### src/rtl/conv_window_gen.sv
// conv_window_gen
// ---------------
// Streaming K_SIZE x K_SIZE window generator feeding the conv2d datapath.
// Raster-order signed pixels arrive over a valid/ready handshake. K_SIZE-1
// line buffers and a K_SIZE-column shift register assemble the window. One
// window is emitted for every position whose window lies fully inside the
// image, so there is no padding. The window is held in a registered output
// slice that supports backpressure.
//
// Ports
//   clk        rising-edge clock
//   rst_n      asynchronous active-low reset
//   clr        synchronous frame restart (counters to 0, output window dropped)
//   in_valid   pixel present on in_pix
//   in_ready   block can accept a pixel this cycle
//   in_pix     signed pixel, raster order, line 0 col 0 first
//   win_valid  window present on windowImg
//   win_ready  consumer takes the window this cycle
//   windowImg  [r][c] = pixel(row0+r, col0+c)
//   win_last   (only with CONV_WINDOW_GEN_LAST_EN) window ends at the last pixel of the frame
//   busy       frame in progress (column or row counter nonzero)
//
// Optional feature macro: CONV_WINDOW_GEN_LAST_EN adds the win_last output.

module conv_window_gen #(
  parameter int K_SIZE = 3,
  parameter int IMG_W  = 32,
  parameter int IMG_H  = 32,
  parameter int PIX_W  = 9
) (
  input  logic                    clk,
  input  logic                    rst_n,
  input  logic                    clr,
  input  logic                    in_valid,
  output logic                    in_ready,
  input  logic signed [PIX_W-1:0] in_pix,
  output logic                    win_valid,
  input  logic                    win_ready,
  output logic signed [PIX_W-1:0] windowImg [0:K_SIZE-1][0:K_SIZE-1],
`ifdef CONV_WINDOW_GEN_LAST_EN
  output logic                    win_last,
`endif
  output logic                    busy
);

  localparam int CW = $clog2(IMG_W);
  localparam int RW = $clog2(IMG_H);

  localparam logic [CW-1:0] COL_LAST = CW'(IMG_W - 1);
  localparam logic [CW-1:0] COL_WIN  = CW'(K_SIZE - 1);
  localparam logic [CW-1:0] COL_ONE  = CW'(1);
  localparam logic [CW-1:0] COL_ZERO = CW'(0);
  localparam logic [RW-1:0] ROW_LAST = RW'(IMG_H - 1);
  localparam logic [RW-1:0] ROW_WIN  = RW'(K_SIZE - 1);
  localparam logic [RW-1:0] ROW_ONE  = RW'(1);
  localparam logic [RW-1:0] ROW_ZERO = RW'(0);

  logic [CW-1:0] col_r;
  logic [RW-1:0] row_r;

  // Line buffers: lb_r[0] holds the previous line and lb_r[K_SIZE-2] the oldest one.
  logic signed [PIX_W-1:0] lb_r       [0:K_SIZE-2][0:IMG_W-1];
  logic signed [PIX_W-1:0] sr_r       [0:K_SIZE-1][0:K_SIZE-1];
  logic signed [PIX_W-1:0] col_vec_s  [0:K_SIZE-1];
  logic signed [PIX_W-1:0] win_next_s [0:K_SIZE-1][0:K_SIZE-1];

  logic fire_s;
  logic emit_s;
  logic last_pix_s;

  // The output slice can take a new window when it is empty or being drained.
  assign in_ready = ~win_valid | win_ready;

  // A pixel that arrives while clr is high is not accepted.
  assign fire_s     = in_valid & in_ready & ~clr;
  assign last_pix_s = (row_r == ROW_LAST) && (col_r == COL_LAST);
  assign emit_s     = fire_s && (row_r >= ROW_WIN) && (col_r >= COL_WIN);
  assign busy       = (col_r != COL_ZERO) || (row_r != ROW_ZERO);

  // Column vector for the current column, oldest line first and the incoming pixel last.
  always_comb begin
    for (int r = 0; r < K_SIZE - 1; r++) begin
      col_vec_s[r] = lb_r[K_SIZE-2-r][col_r];
    end
    col_vec_s[K_SIZE-1] = in_pix;
  end

  // Next shift-register contents: shift left one column and insert the new column on the right.
  always_comb begin
    for (int r = 0; r < K_SIZE; r++) begin
      for (int c = 0; c < K_SIZE - 1; c++) begin
        win_next_s[r][c] = sr_r[r][c+1];
      end
      win_next_s[r][K_SIZE-1] = col_vec_s[r];
    end
  end

  // Raster position counters. Both wrap together on the last pixel so the next frame starts at once.
  always_ff @(posedge clk or negedge rst_n) begin
    if (!rst_n) begin
      col_r <= COL_ZERO;
      row_r <= ROW_ZERO;
    end else if (clr) begin
      col_r <= COL_ZERO;
      row_r <= ROW_ZERO;
    end else if (fire_s) begin
      if (col_r == COL_LAST) begin
        col_r <= COL_ZERO;
        row_r <= (row_r == ROW_LAST) ? ROW_ZERO : row_r + ROW_ONE;
      end else begin
        col_r <= col_r + COL_ONE;
      end
    end
  end

  // Chained line-buffer storage. Contents are don't-care after reset, so this RAM has no reset.
  always_ff @(posedge clk) begin
    if (fire_s) begin
      lb_r[0][col_r] <= in_pix;
      for (int i = 1; i < K_SIZE - 1; i++) begin
        lb_r[i][col_r] <= lb_r[i-1][col_r];
      end
    end
  end

  // Window shift register. Stale columns are flushed by the leading columns of each line.
  always_ff @(posedge clk or negedge rst_n) begin
    if (!rst_n) begin
      for (int r = 0; r < K_SIZE; r++) begin
        for (int c = 0; c < K_SIZE; c++) begin
          sr_r[r][c] <= '0;
        end
      end
    end else if (fire_s) begin
      sr_r <= win_next_s;
    end
  end

  // Registered output slice. Loading a new window and consuming the old one can share an edge.
  always_ff @(posedge clk or negedge rst_n) begin
    if (!rst_n) begin
      win_valid <= 1'b0;
      for (int r = 0; r < K_SIZE; r++) begin
        for (int c = 0; c < K_SIZE; c++) begin
          windowImg[r][c] <= '0;
        end
      end
`ifdef CONV_WINDOW_GEN_LAST_EN
      win_last <= 1'b0;
`endif
    end else if (clr) begin
      win_valid <= 1'b0;
`ifdef CONV_WINDOW_GEN_LAST_EN
      win_last <= 1'b0;
`endif
    end else if (emit_s) begin
      win_valid <= 1'b1;
      windowImg <= win_next_s;
`ifdef CONV_WINDOW_GEN_LAST_EN
      win_last <= last_pix_s;
`endif
    end else if (win_ready) begin
      win_valid <= 1'b0;
    end
  end

`ifndef CONV_WINDOW_GEN_LAST_EN
  // Only win_last uses the last-pixel flag, so it is otherwise unconnected.
  logic unused_s;
  assign unused_s = last_pix_s;
`endif

endmodule

### config.mk
export PLATFORM = sky130hd
export DESIGN_NAME = conv_window_gen
export DESIGN_NICKNAME = d
export VERILOG_FILES = /design/src/rtl/conv_window_gen.sv
export SDC_FILE = /design/constraint.sdc
export NUM_CORES = 1
export LEC_CHECK = 0
export BUFFER_PORTS_ARGS = -buffer_cell sky130_fd_sc_hd__clkbuf_2
export CAP_MARGIN = 30
export CORE_MARGIN = 5
export CORE_UTILIZATION = 56
export DETAILED_ROUTE_END_ITERATION = 8
export GPL_TIMING_DRIVEN = 0
export MAX_ROUTING_LAYER = met4
export PLACE_DENSITY = 0.73
export SKIP_LAST_GASP = 1
export SYNTH_ARGS = -nofsm -noshare
export SYNTH_HDL_FRONTEND = slang
export SYNTH_SLANG_ARGS = --single-unit
export TNS_END_PERCENT = 100
### constraint.sdc
create_clock -name clk -period 3.05 [get_ports clk]
set_input_delay 0.305 -clock clk [delete_from_list [all_inputs] [get_ports clk]]
set_output_delay 0.305 -clock clk [all_outputs]
set_load 0.01 [all_outputs]
==> reports/results.ini <==
[worst_hold_path]
min_path_type=input pin to register
hp-start=in_valid
holdPathEnd=col_r[1]$_DFFE_PN0P_
hold_path_depth=3

[routing]
drtPass1Iterations=5
via_per_inst=6.32
drt_iter0_drc=2022
num_vias=16000
totalWireLength_mm=71.2
drt-wirelength-per-cell_um=28.1
drc=0
antenna_left=0

[power_and_ir_drop]
p_int_mw=16.7
fin_total_pwr_mw=21.1
p_clk_frac=0.426
share_comb_of_total_power=0.052
p_switching_mw=4.44
power_frac_seq=0.522
leakagePower_nw=11.6
p_sw_frac=0.210
p_per_area_mw_per_mm2=639
worst_ir_drop_vdd_mv=0.582

[critical_path]
crit_chain=nand2b_1 -> buf_2 -> and3b_1 -> buf_2 -> buf_2 -> buf_4 -> nand2_2 -> nor2_4 -> buf_8
cp_data_required_time_ns=3.34
worstRegToRegCells=9
cp_max_fo=12
endpoint_kind=register
reg2reg_slack_ns=0.11
cpMostUsedCell=buf_2
arrival_ns=3.24
crit_path_top_delay_cell=nor2_4
path_buf_inv=5
criticalPathCategory=register to register
r2r_end=lb_r[0][327]$_DFFE_PP_
r2r-start=win_valid$_DFFE_PN0P_
setup.worst_path.start_class=register
cpPeakStageDelay_ns=0.41
cp_top_family=buffers and inverters

[placed_design]
gp_routability_congestion=0.908
pre_cts_ws_ns=-0.813
portBuffers=97
dp_hpwl_mm=46.3

[timing]
max_freq_ghz=0.340
min_period_over_period=0.964
max_slew_margin=0.289
hold_violations=0
rsz0062_at_grt=false
timing.final.ws_setup_ns=0.109
skew_ns=0.0301
tightest_slew_ns=1.06
finalCriticalPeriod_ns=2.94
setup_viol=0
drv_slew=0

[grt]
gr-usage-all-layers=0.270
gr-total-overflow=0
grt_pass1_wl_mm=104
grt_max_degree=114
grt_pass1_vias=15900
grt_antenna_before_repair=1

[clock_tree]
cts_buffers=71
cts.path.max_buffers=3
cts_root_buf=clkbuf_16
tritoncts=yes
cts_htree_levels=3
worstSkewPairLatency_ns=0.61
clkTransAtPathRegs_ns=0.06
cts.sinks=722

[final_layout]
layout.nets=1831
drive_above_1_share=0.273
num-fill-cells=3141
area_growth_syn_to_layout_pct=18.5

[synthesis]
yosys_warnings=0
synth_fp_nets=1609
syn_area_mm2=0.0279
syn_inst=1586
ys_seq_area_frac=0.751
synth-seq-cells=722
synth_cell_types=42
syn_avg_cell_area_um2=17.6

[run]
cap_violations=0

[die]
dieArea_mm2=0.0544
top_level_ports=98
die_w_um=233
fp.dieH_um=233
core_area_mm2=0.0492
row_count=81
start_util=0.568

[status]
outcome=finished clean

## placed cells by master, fill, tap and decap left out, types with 8 or more instances in the layout
master / netlist / layout
buf_16: 0 / 13
clkbuf_1: 11 / 30
edfxtp_1: 576 / 576
nor4_4: 0 / 10
clkinv_1: 0 / 8
clkbuf_8: 0 / 10
nor4_1: 36 / 23
mux2i_1: 290 / 290
dfrtp_1: 146 / 146
buf_6: 8 / 8
a31oi_1: 38 / 38
a21oi_1: 26 / 26
o22ai_1: 133 / 133
nor2_1: 57 / 25
buf_4: 13 / 23
ha_1: 9 / 9
nand2_4: 1 / 8
buf_2: 59 / 50
buf_8: 0 / 25
o22ai_2: 11 / 11
nor2_4: 0 / 31
clkbuf_2: 0 / 97
clkbuf_16: 0 / 76
mux2_2: 95 / 95
## synth_stat cells, drive strengths merged
| library cell | n | share of area |
|---|---|---|
| o22ai | 144 | 0.035 |
| or4b | 6 | 0.0023 |
| o21ai | 5 | 0.00090 |
| or3 | 3 | 0.00067 |
| nand3b | 3 | 0.00081 |
| a21oi | 26 | 0.0047 |
| nand3 | 5 | 0.00090 |
| a31oi | 38 | 0.0085 |
| a22oi | 1 | 0.00027 |
| nand4bb | 6 | 0.0024 |
| and2 | 1 | 0.00022 |
| or3b | 2 | 0.00063 |
| edfxtp | 576 | 0.62 |
| mux2i | 290 | 0.10 |
| clkbuf | 11 | 0.0015 |
| nand2 | 20 | 0.0030 |
| mux2 | 99 | 0.040 |
| nand4b | 5 | 0.0025 |
| and3 | 2 | 0.00045 |
| dfrtp | 146 | 0.13 |
| nand2b | 1 | 0.00022 |
| inv | 4 | 0.00054 |
| nand4 | 2 | 0.00067 |
| ha | 9 | 0.0040 |
| buf | 82 | 0.018 |
| nor2 | 57 | 0.0077 |
| and3b | 1 | 0.00031 |
| nor4 | 36 | 0.0081 |
| or4 | 3 | 0.00081 |
| nor3 | 2 | 0.00036 |
## timing repair
| item | in CTS | in global routing |
|---|---|---|
| setup endpoints to repair | 772 | 248 |
| hold buffers | 2 | 0 |
| buffers inserted | 6 | 0 |
| gates resized for setup | 71 | 19 |
| pin swaps | 10 | 0 |
| hold endpoints to repair | 34 | 0 |
## cell families (layout without fill, tap and decap cells)
group,Yosys count,in the layout,synth area share
buffers and inverters,97,378,0.0202
AOI/OAI and AO/OA,214,214,0.0491
other,0,2,0
and+or+nand+nor,155,155,0.0319
adders and majority gates,9,9,0.00403
muxes,389,389,0.144
DFF,722,722,0.751
## layer usage
metal | share of wire | GRT usage
met3 | 0.11 | 0.0570
met2 | 0.47 | 0.411
met1 | 0.38 | 0.370
met4 | 0.037 | 0.0923
met5 | 0 | -
## layout make-up
cell class                 count  area [um2]  share of cell area
clock inverter                26         317             0.00957
inverter                       4        15.0            0.000454
antenna                        2        5.00            0.000151
clock buffer                 106        2110              0.0637
sequential                   722       21000               0.633
buffer                        93         587              0.0177
tap                          664         831              0.0251
timing repair buffer         149        1400              0.0423
multi-input combinational    767        6870               0.208
## through the flow
stage	hold WS, ns	utilization	cell area, um2	setup TNS, ns	std cells
floorplan	0.00941	-	27900	0	1586
global placement	0.474	0.595	29200	-923.18	2347
detailed placement	0.225	0.612	30100	-235.13	2391
CTS	0.0310	0.671	33000	-0.229	2531
global route	0.0558	0.673	33100	0	2533
finish	0.0643	0.673	33100	0	2533
## registers in the layout, indices dropped and copies added (netlist names)
name	flops
lb_r	576
windowImg	81
sr_r	54
col_r	5
row_r	5
win_valid	1
## worst reg2reg max path, cell delays in order (launching register included)
cell and delay [ns]:
dfrtp_1 0.37, nand2b_1 0.07, buf_2 0.18, and3b_1 0.21, buf_2 0.21, buf_2 0.27, buf_4 0.31, nand2_2 0.35
nor2_4 0.42, buf_8 0.25
## power by group through the flow
stage	combinational [mW]	sequential [mW]	clock (mW)
2_1_floorplan	0.603	11.2	0
3_3_place_gp	0.952	11.2	0
3_5_place_dp	1.05	11.2	0
4_1_cts	1.08	11.0	9.06
5_1_grt	1.17	11.0	9.53
6_report	1.10	11.0	9.00
## worst max-delay path by stage
stage | cells past startpoint | slack [ns] | startpoint | endpoint
global route | 7 | 0.004 | col_r[2]$_DFFE_PN0P_ | row_r[2]$_DFFE_PN0P_
CTS | 7 | -0.01 | col_r[1]$_DFFE_PN0P_ | lb_r[0][484]$_DFFE_PP_
floorplan | 8 | 0.35 | win_valid$_DFFE_PN0P_ | lb_r[0][324]$_DFFE_PP_
global placement | 7 | -1.24 | col_r[1]$_DFFE_PN0P_ | lb_r[0][473]$_DFFE_PP_
finish | 9 | 0.11 | win_valid$_DFFE_PN0P_ | lb_r[0][327]$_DFFE_PP_
detailed placement | 7 | -0.81 | col_r[1]$_DFFE_PN0P_ | lb_r[0][558]$_DFFE_PP_
No activity file was read; power rests on OpenSTA's default activity.
